===== config.mk =====
export PLATFORM = sky130hd
export DESIGN_NAME = aes_round_ctrl_flat
export DESIGN_NICKNAME = d
export VERILOG_FILES = /design/src/rtl/aes_ctrl_pkg.sv /design/src/rtl/aes_round_ctrl_if.sv /design/src/rtl/aes_round_cnt.sv /design/src/rtl/aes_round_ctrl.sv /design/src/flat_wrapper.sv
export SDC_FILE = /design/constraint.sdc
export NUM_CORES = 1
export LEC_CHECK = 0
export ABC_AREA = 1
export ABC_CLOCK_PERIOD_IN_PS = 1400
export CORE_ASPECT_RATIO = 1.2
export CORE_MARGIN = 2
export CORE_UTILIZATION = 40
export DETAILED_ROUTE_END_ITERATION = 16
export PLACE_DENSITY = 0.69
export SLEW_MARGIN = 10
export SYNTH_ARGS = -nofsm -noshare
export SYNTH_HDL_FRONTEND = slang
export SYNTH_SLANG_ARGS = --single-unit

===== constraint.sdc =====
create_clock -name clk_in -period 1.4 [get_ports clk_in]
set_input_delay 0.14 -clock clk_in [delete_from_list [all_inputs] [get_ports clk_in]]
set_output_delay 0.14 -clock clk_in [all_outputs]
set_load 0.01 [all_outputs]

===== src/rtl/aes_ctrl_pkg.sv =====
// aes_ctrl_pkg: shared types and constants for the AES round controller.
//   aes_state_t  controller FSM state encoding
//   NR_128/192/256  legal AES round counts
//   legal_nr()   returns rounds if legal, otherwise the supplied default
package aes_ctrl_pkg;

    typedef enum logic [2:0] {
        ST_IDLE = 3'd0,
        ST_KEYX = 3'd1,
        ST_R0   = 3'd2,
        ST_RND  = 3'd3,
        ST_OUT  = 3'd4
    } aes_state_t;

    localparam logic [3:0] NR_128 = 4'd10;
    localparam logic [3:0] NR_192 = 4'd12;
    localparam logic [3:0] NR_256 = 4'd14;

    function automatic logic [3:0] legal_nr(input logic [3:0] rounds,
                                            input logic [3:0] dflt = NR_256);
        case (rounds)
            NR_128, NR_192, NR_256: legal_nr = rounds;
            default:                legal_nr = dflt;
        endcase
    endfunction

endpackage


===== src/rtl/aes_round_ctrl_if.sv =====
// aes_round_ctrl_if: request/response and datapath-control bundle of the
// AES round controller.
//   master: requester side (drives in_valid/in_new_key/rounds_in/out_ready)
//   slave : controller side (drives handshake responses and datapath strobes)
//
// Handshake semantics: a request transfers on a cycle where in_valid and
// in_ready are both high; a result transfers on a cycle where out_valid and
// out_ready are both high. A valid, once raised by the controller, is held
// with stable data until the matching ready is seen. in_ready is only ever
// high while the controller is idle.
interface aes_round_ctrl_if;
    logic       in_valid;
    logic       in_ready;
    logic       in_new_key;
    logic [3:0] rounds_in;
    logic       dp_load;
    logic       kx_en;
    logic [3:0] kx_idx;
    logic       rd_en;
    logic [3:0] rd_idx;
    logic       rd_first;
    logic       rd_last;
    logic       out_valid;
    logic       out_ready;
    logic       busy;

    modport master (
        output in_valid, in_new_key, rounds_in, out_ready,
        input  in_ready, dp_load, kx_en, kx_idx, rd_en, rd_idx,
               rd_first, rd_last, out_valid, busy
    );

    modport slave (
        input  in_valid, in_new_key, rounds_in, out_ready,
        output in_ready, dp_load, kx_en, kx_idx, rd_en, rd_idx,
               rd_first, rd_last, out_valid, busy
    );
endinterface


===== src/rtl/aes_round_cnt.sv =====
// aes_round_cnt: loadable 4-bit up-counter shared by key expansion and the
// round sequence, with a terminal compare against the active round count.
//   clk_in, rst_in  clock, asynchronous active-low reset
//   load, load_val  synchronous load (wins over inc)
//   inc             count up by one
//   nr              terminal value
//   cnt, at_nr      current count, cnt == nr
module aes_round_cnt (
    input  logic       clk_in,
    input  logic       rst_in,
    input  logic       load,
    input  logic [3:0] load_val,
    input  logic       inc,
    input  logic [3:0] nr,
    output logic [3:0] cnt,
    output logic       at_nr
);
    always_ff @(posedge clk_in or negedge rst_in) begin
        if (!rst_in)   cnt <= 4'd0;
        else if (load) cnt <= load_val;
        else if (inc)  cnt <= cnt + 4'd1;
    end

    assign at_nr = (cnt == nr);
endmodule


===== src/rtl/aes_round_ctrl.sv =====
// aes_round_ctrl: sequencing controller for the iterative AES datapath.
// Accepts a block request, runs a key-expansion pass when the key or round
// count changed, then the initial AddRoundKey and nr rounds, one per clock,
// and holds the result valid until consumed.
//   clk_in, rst_in  clock, asynchronous active-low reset
//   bus             aes_round_ctrl_if.slave (handshakes + datapath strobes)
//   state_dbg       current FSM state
module aes_round_ctrl
    import aes_ctrl_pkg::*;
#(
    parameter int NK__KEY_LENGTH = 8,
    parameter int NR__ROUNDS     = 14
) (
    input  logic             clk_in,
    input  logic             rst_in,
    aes_round_ctrl_if.slave  bus,
    output aes_state_t       state_dbg
);
    // Default round count: Nk+6 when that is a legal AES round count,
    // otherwise NR__ROUNDS. With Nk=8 this is 14.
    localparam logic [3:0] NR_DFLT =
        legal_nr(4'(NK__KEY_LENGTH + 6), 4'(NR__ROUNDS));

    aes_state_t state, state_nx;
    logic [3:0] nr_q, kx_nr_q;
    logic       key_ok_q;
    logic [3:0] cnt;
    logic       at_nr;
    logic       accept, need_kx, cnt_load, cnt_inc;
    logic [3:0] nr_sel, cnt_load_val;

    assign accept  = (state == ST_IDLE) && bus.in_valid;
    assign nr_sel  = legal_nr(bus.rounds_in, NR_DFLT);
    // Expanded keys are reusable only for the same key and the same nr.
    assign need_kx = bus.in_new_key || !key_ok_q || (nr_sel != kx_nr_q);

    // Counter restarts at 0 entering KEYX and at 1 entering RND (from R0).
    assign cnt_load     = (accept && need_kx) || (state == ST_R0);
    assign cnt_load_val = (state == ST_R0) ? 4'd1 : 4'd0;
    assign cnt_inc      = (state == ST_KEYX) || (state == ST_RND);

    aes_round_cnt u_cnt (
        .clk_in   (clk_in),
        .rst_in   (rst_in),
        .load     (cnt_load),
        .load_val (cnt_load_val),
        .inc      (cnt_inc),
        .nr       (nr_q),
        .cnt      (cnt),
        .at_nr    (at_nr)
    );

    // State register plus the per-request/key-cache registers.
    always_ff @(posedge clk_in or negedge rst_in) begin
        if (!rst_in) begin
            state    <= ST_IDLE;
            nr_q     <= NR_DFLT;
            kx_nr_q  <= NR_DFLT;
            key_ok_q <= 1'b0;
        end else begin
            state <= state_nx;
            if (accept) nr_q <= nr_sel;
            if (state == ST_KEYX && at_nr) begin
                key_ok_q <= 1'b1;
                kx_nr_q  <= nr_q;
            end
        end
    end

    // Next-state logic.
    always_comb begin
        state_nx = state;
        case (state)
            ST_IDLE: if (accept) state_nx = need_kx ? ST_KEYX : ST_R0;
            ST_KEYX: if (at_nr) state_nx = ST_R0;
            ST_R0:   state_nx = ST_RND;
            ST_RND:  if (at_nr) state_nx = ST_OUT;
            ST_OUT:  if (bus.out_ready) state_nx = ST_IDLE;
            default: state_nx = ST_IDLE;
        endcase
    end

    // Output decode: only in_ready/dp_load look at inputs.
    always_comb begin
        bus.in_ready  = 1'b0;
        bus.dp_load   = 1'b0;
        bus.kx_en     = 1'b0;
        bus.kx_idx    = 4'd0;
        bus.rd_en     = 1'b0;
        bus.rd_idx    = 4'd0;
        bus.rd_first  = 1'b0;
        bus.rd_last   = 1'b0;
        bus.out_valid = 1'b0;
        bus.busy      = (state != ST_IDLE);
        case (state)
            ST_IDLE: begin
                bus.in_ready = 1'b1;
                bus.dp_load  = accept;
            end
            ST_KEYX: begin
                bus.kx_en  = 1'b1;
                bus.kx_idx = cnt;
            end
            ST_R0: begin
                bus.rd_en    = 1'b1;
                bus.rd_first = 1'b1;
            end
            ST_RND: begin
                bus.rd_en   = 1'b1;
                bus.rd_idx  = cnt;
                bus.rd_last = at_nr;
            end
            ST_OUT:  bus.out_valid = 1'b1;
            default: ;
        endcase
    end

    assign state_dbg = state;
endmodule


===== src/flat_wrapper.sv =====
// flat-port wrapper written by rule: the top's interface ports become plain ports
module aes_round_ctrl_flat import aes_ctrl_pkg::*;
#(
    parameter int NK__KEY_LENGTH = 8,
    parameter int NR__ROUNDS     = 14
)
  (clk_in, rst_in, state_dbg, bus_in_valid, bus_in_new_key, bus_rounds_in, bus_out_ready, bus_in_ready, bus_dp_load, bus_kx_en, bus_kx_idx, bus_rd_en, bus_rd_idx, bus_rd_first, bus_rd_last, bus_out_valid, bus_busy);
  aes_round_ctrl_if bus_i ();
  input  logic clk_in;
  input  logic rst_in;
  output aes_state_t state_dbg;
  input wire logic [$bits(bus_i.in_valid)-1:0] bus_in_valid;
  input wire logic [$bits(bus_i.in_new_key)-1:0] bus_in_new_key;
  input wire logic [$bits(bus_i.rounds_in)-1:0] bus_rounds_in;
  input wire logic [$bits(bus_i.out_ready)-1:0] bus_out_ready;
  output wire logic [$bits(bus_i.in_ready)-1:0] bus_in_ready;
  output wire logic [$bits(bus_i.dp_load)-1:0] bus_dp_load;
  output wire logic [$bits(bus_i.kx_en)-1:0] bus_kx_en;
  output wire logic [$bits(bus_i.kx_idx)-1:0] bus_kx_idx;
  output wire logic [$bits(bus_i.rd_en)-1:0] bus_rd_en;
  output wire logic [$bits(bus_i.rd_idx)-1:0] bus_rd_idx;
  output wire logic [$bits(bus_i.rd_first)-1:0] bus_rd_first;
  output wire logic [$bits(bus_i.rd_last)-1:0] bus_rd_last;
  output wire logic [$bits(bus_i.out_valid)-1:0] bus_out_valid;
  output wire logic [$bits(bus_i.busy)-1:0] bus_busy;
  assign bus_i.in_valid = bus_in_valid;
  assign bus_i.in_new_key = bus_in_new_key;
  assign bus_i.rounds_in = bus_rounds_in;
  assign bus_i.out_ready = bus_out_ready;
  assign bus_in_ready = bus_i.in_ready;
  assign bus_dp_load = bus_i.dp_load;
  assign bus_kx_en = bus_i.kx_en;
  assign bus_kx_idx = bus_i.kx_idx;
  assign bus_rd_en = bus_i.rd_en;
  assign bus_rd_idx = bus_i.rd_idx;
  assign bus_rd_first = bus_i.rd_first;
  assign bus_rd_last = bus_i.rd_last;
  assign bus_out_valid = bus_i.out_valid;
  assign bus_busy = bus_i.busy;
  aes_round_ctrl #(.NK__KEY_LENGTH(NK__KEY_LENGTH), .NR__ROUNDS(NR__ROUNDS)) u_core (.clk_in(clk_in), .rst_in(rst_in), .bus(bus_i), .state_dbg(state_dbg));
endmodule

==> run metrics <==
worst slack, placed -242.7 ps; Startpoint Class flop; Yosys top cell by area dfrtp_1; GPL Wtd Cong 0.8088; metal2 WL 1.750 mm; Final Slew Violations 0; Die Y 57.97 um; Initial Util 42.11%; Ant. Diodes 0; Max Cap Violations 0; worst stage delay on the critical path 560 ps; Warnings, synthesis 0; register area share after synthesis 42.01%; met3 WL 103 um; Vias/cell 4.725; RSZ-0062 raised after global routing yes; number of global-route vias before repair 1086; top cell type's share of synthesized area 25.77%; CP arrival 1470 ps; Synth area leaders dfrtp_1 26%, dfstp_2 16%, nand2_1 15%, inv_1 10%, nor2_1 8.1%; final net count 220; flops & latches, synth 16; Leak 0.9144 nW; Final Core Density 72.11%; Post-DP HPWL 2.019 mm; Mapped Nets 148; first-pass GRT wire length 4.657 mm; # DRC 0; clock root buffer clkbuf_4; status complete, but fails checks; largest fanout on the critical path 2; clock slew at reported path FFs 110 ps; CTS Buf Count 3; buffers from clock root to sink, at most 2; count of cell types in the netlist 19; total grt overflow 0; final setup margin -205.5 ps; Die X 48.98 um; violated checks negative setup slack; Worst setup EP type output port; Critical Path RT 1260 ps; endpoints failing hold 0; post-route ant nets 0; hold_ws 147.5 ps; Layout Area Growth over Synthesis 71.26%; Power Density 1978 nW/um^2; crit share post-route 114.7%; PortBufs 27; kind of critical path flop to output port; initial antenna violation count 0; GRT Util Overall 21.09%; Clock Latency Late Sink 290 ps; die area 2839 um^2; Inst Count DP 225; minimum clock period 1605 ps; Slew headroom 85.82%; via count 1134; Avg Cell Area, Syn 7.036 um^2; CTS tree built; Post-Route Skew 9.055 ps; final setup fails 21; top sig layer met4; Clock Sinks 16; CP Cell Sequence inv_2 -> nand2_1 -> nand2_1 -> nor2_1 -> nand2_2 -> nor2_1 -> buf_2; VDD IR-drop max 1.415 mV; final wirelength 3.143 mm; DR WL/cell 13.10 um; worst-path cell with the longest stage delay dfstp_2; num rows 19; First DRT Iteration DRCs 16; WL met1 1.258 mm; IO Pins 28; area of the core 2306 um^2; cts-stage hold buffer count 0; DR pass1 iterations 5; type of the worst min-delay path input pin to async pin; ratio of cells with drive above 1 in the final layout 47.37%; htree depth 1; pin count of the biggest net entering global routing 17; fmax 622.9 MHz; synthesized cell area 970.9 um^2; cells after synthesis 138; Non-Filler Instances 240; slew at the pin closest to its max-slew limit 212.7 ps; # fillers 193
[layer usage]
metal	up-vias	track usage [%]
li1	552	-
met1	540	25.17
met2	36	39.53
met3	6	3.093
met4	0	5.714
met5	-	0
[Yosys cell counts]
cell	count
inv_1	26
nor2_4	2
o21ai_0	7
xor2_1	3
nand3_1	5
nor3_1	2
inv_2	3
dfstp_2	6
nor2_1	21
ha_1	1
nand2_4	2
nand2_2	4
nand3_2	1
o21a_1	2
nor2_2	1
nand2_1	39
dfrtp_1	10
nand4_1	2
or2_2	1
[area by class of cell]
cell class	instances	area (um^2)	area share, %
timing repair buffer	66	530.5	31.90
sequential	16	407.9	24.53
tap	31	38.79	2.333
clock buffer	4	36.28	2.182
inverter	29	116.4	6.998
multi-input combinational	94	533.0	32.05
[registers in the layout, indices dropped and copies added (netlist names)]
signal / cells
u_core.u_cnt.cnt: 4
u_core.key_ok_q: 1
u_core.nr_q: 4
u_core.state_dbg: 3
u_core.kx_nr_q: 4
[path summary, 6_finish.rpt]
check | start | depth (start not counted) | slack, ps | endpoint
hold / removal | rst_in | 2 | 150 | u_core.state_dbg[1]
min in group clk_in | u_core.key_ok_q | 1 | 480 | u_core.key_ok_q
hold reg to reg | u_core.key_ok_q | 1 | 480 | u_core.key_ok_q
setup reg to reg | u_core.nr_q[1] | 11 | -120 | u_core.state_dbg[1]
setup / recovery | u_core.nr_q[1] | 7 | -210 | bus_rd_last
max in group asynchronous | rst_in | 2 | 990 | u_core.kx_nr_q[2]
[where the power goes]
group / switching (mW) / internal (mW)
clock network: 0.167 / 0.158
logic: 1.12 / 1.02
registers: 0.124 / 0.697
total: 1.41 / 1.88
[cells in the final DEF (no fill, tap or decap), types with 3 or more instances in the layout]
cell type	count
inv_4	3
buf_2	10
nand2_2	4
nor2_2	6
nand2_1	35
nor2_4	3
inv_2	7
nand2_4	6
o21ai_0	5
inv_1	19
dfrtp_1	10
buf_6	11
nand3_1	4
clkbuf_4	3
buf_4	32
nor2_1	16
dfstp_2	6
clkdlybuf4s50_1	8
dlygate4sd2_1	3
[kinds of logic after synthesis]
family,Yosys count,share of synthesized area (%)
AND/OR/NAND/NOR,80,37.63
buffers and inverters,29,11.21
flip-flops,16,42.01
AO/OA/AOI/OAI,9,5.154
XOR/XNOR,3,2.707
adder cells (fa/ha/maj),1,1.288
[critical path, delay by kind of cell (launching register included)]
kind | cells | cell delay, ps
flip-flops | 1 | 560
AND/OR/NAND/NOR | 5 | 420
buffers and inverters | 2 | 180
[through the flow]
stage	power, mW	cell area, um^2	TNS (ps)
4_1_cts	2.978	1533	-678.7
6_report	3.289	1663	-1882
3_5_place_dp	2.671	1498	-2123
2_1_floorplan	1.699	970.9	0
5_1_grt	3.519	1663	-3083
3_3_place_gp	2.619	1498	-1442
[what timing repair did]
item                       4_1_cts  5_1_grt
buffers inserted                 5        7
gates cloned                     1        0
setup endpoints to repair       24       27
pin swaps                       10       22
resized for setup               72       34
Note: power is estimated with default switching activity, not from simulation.
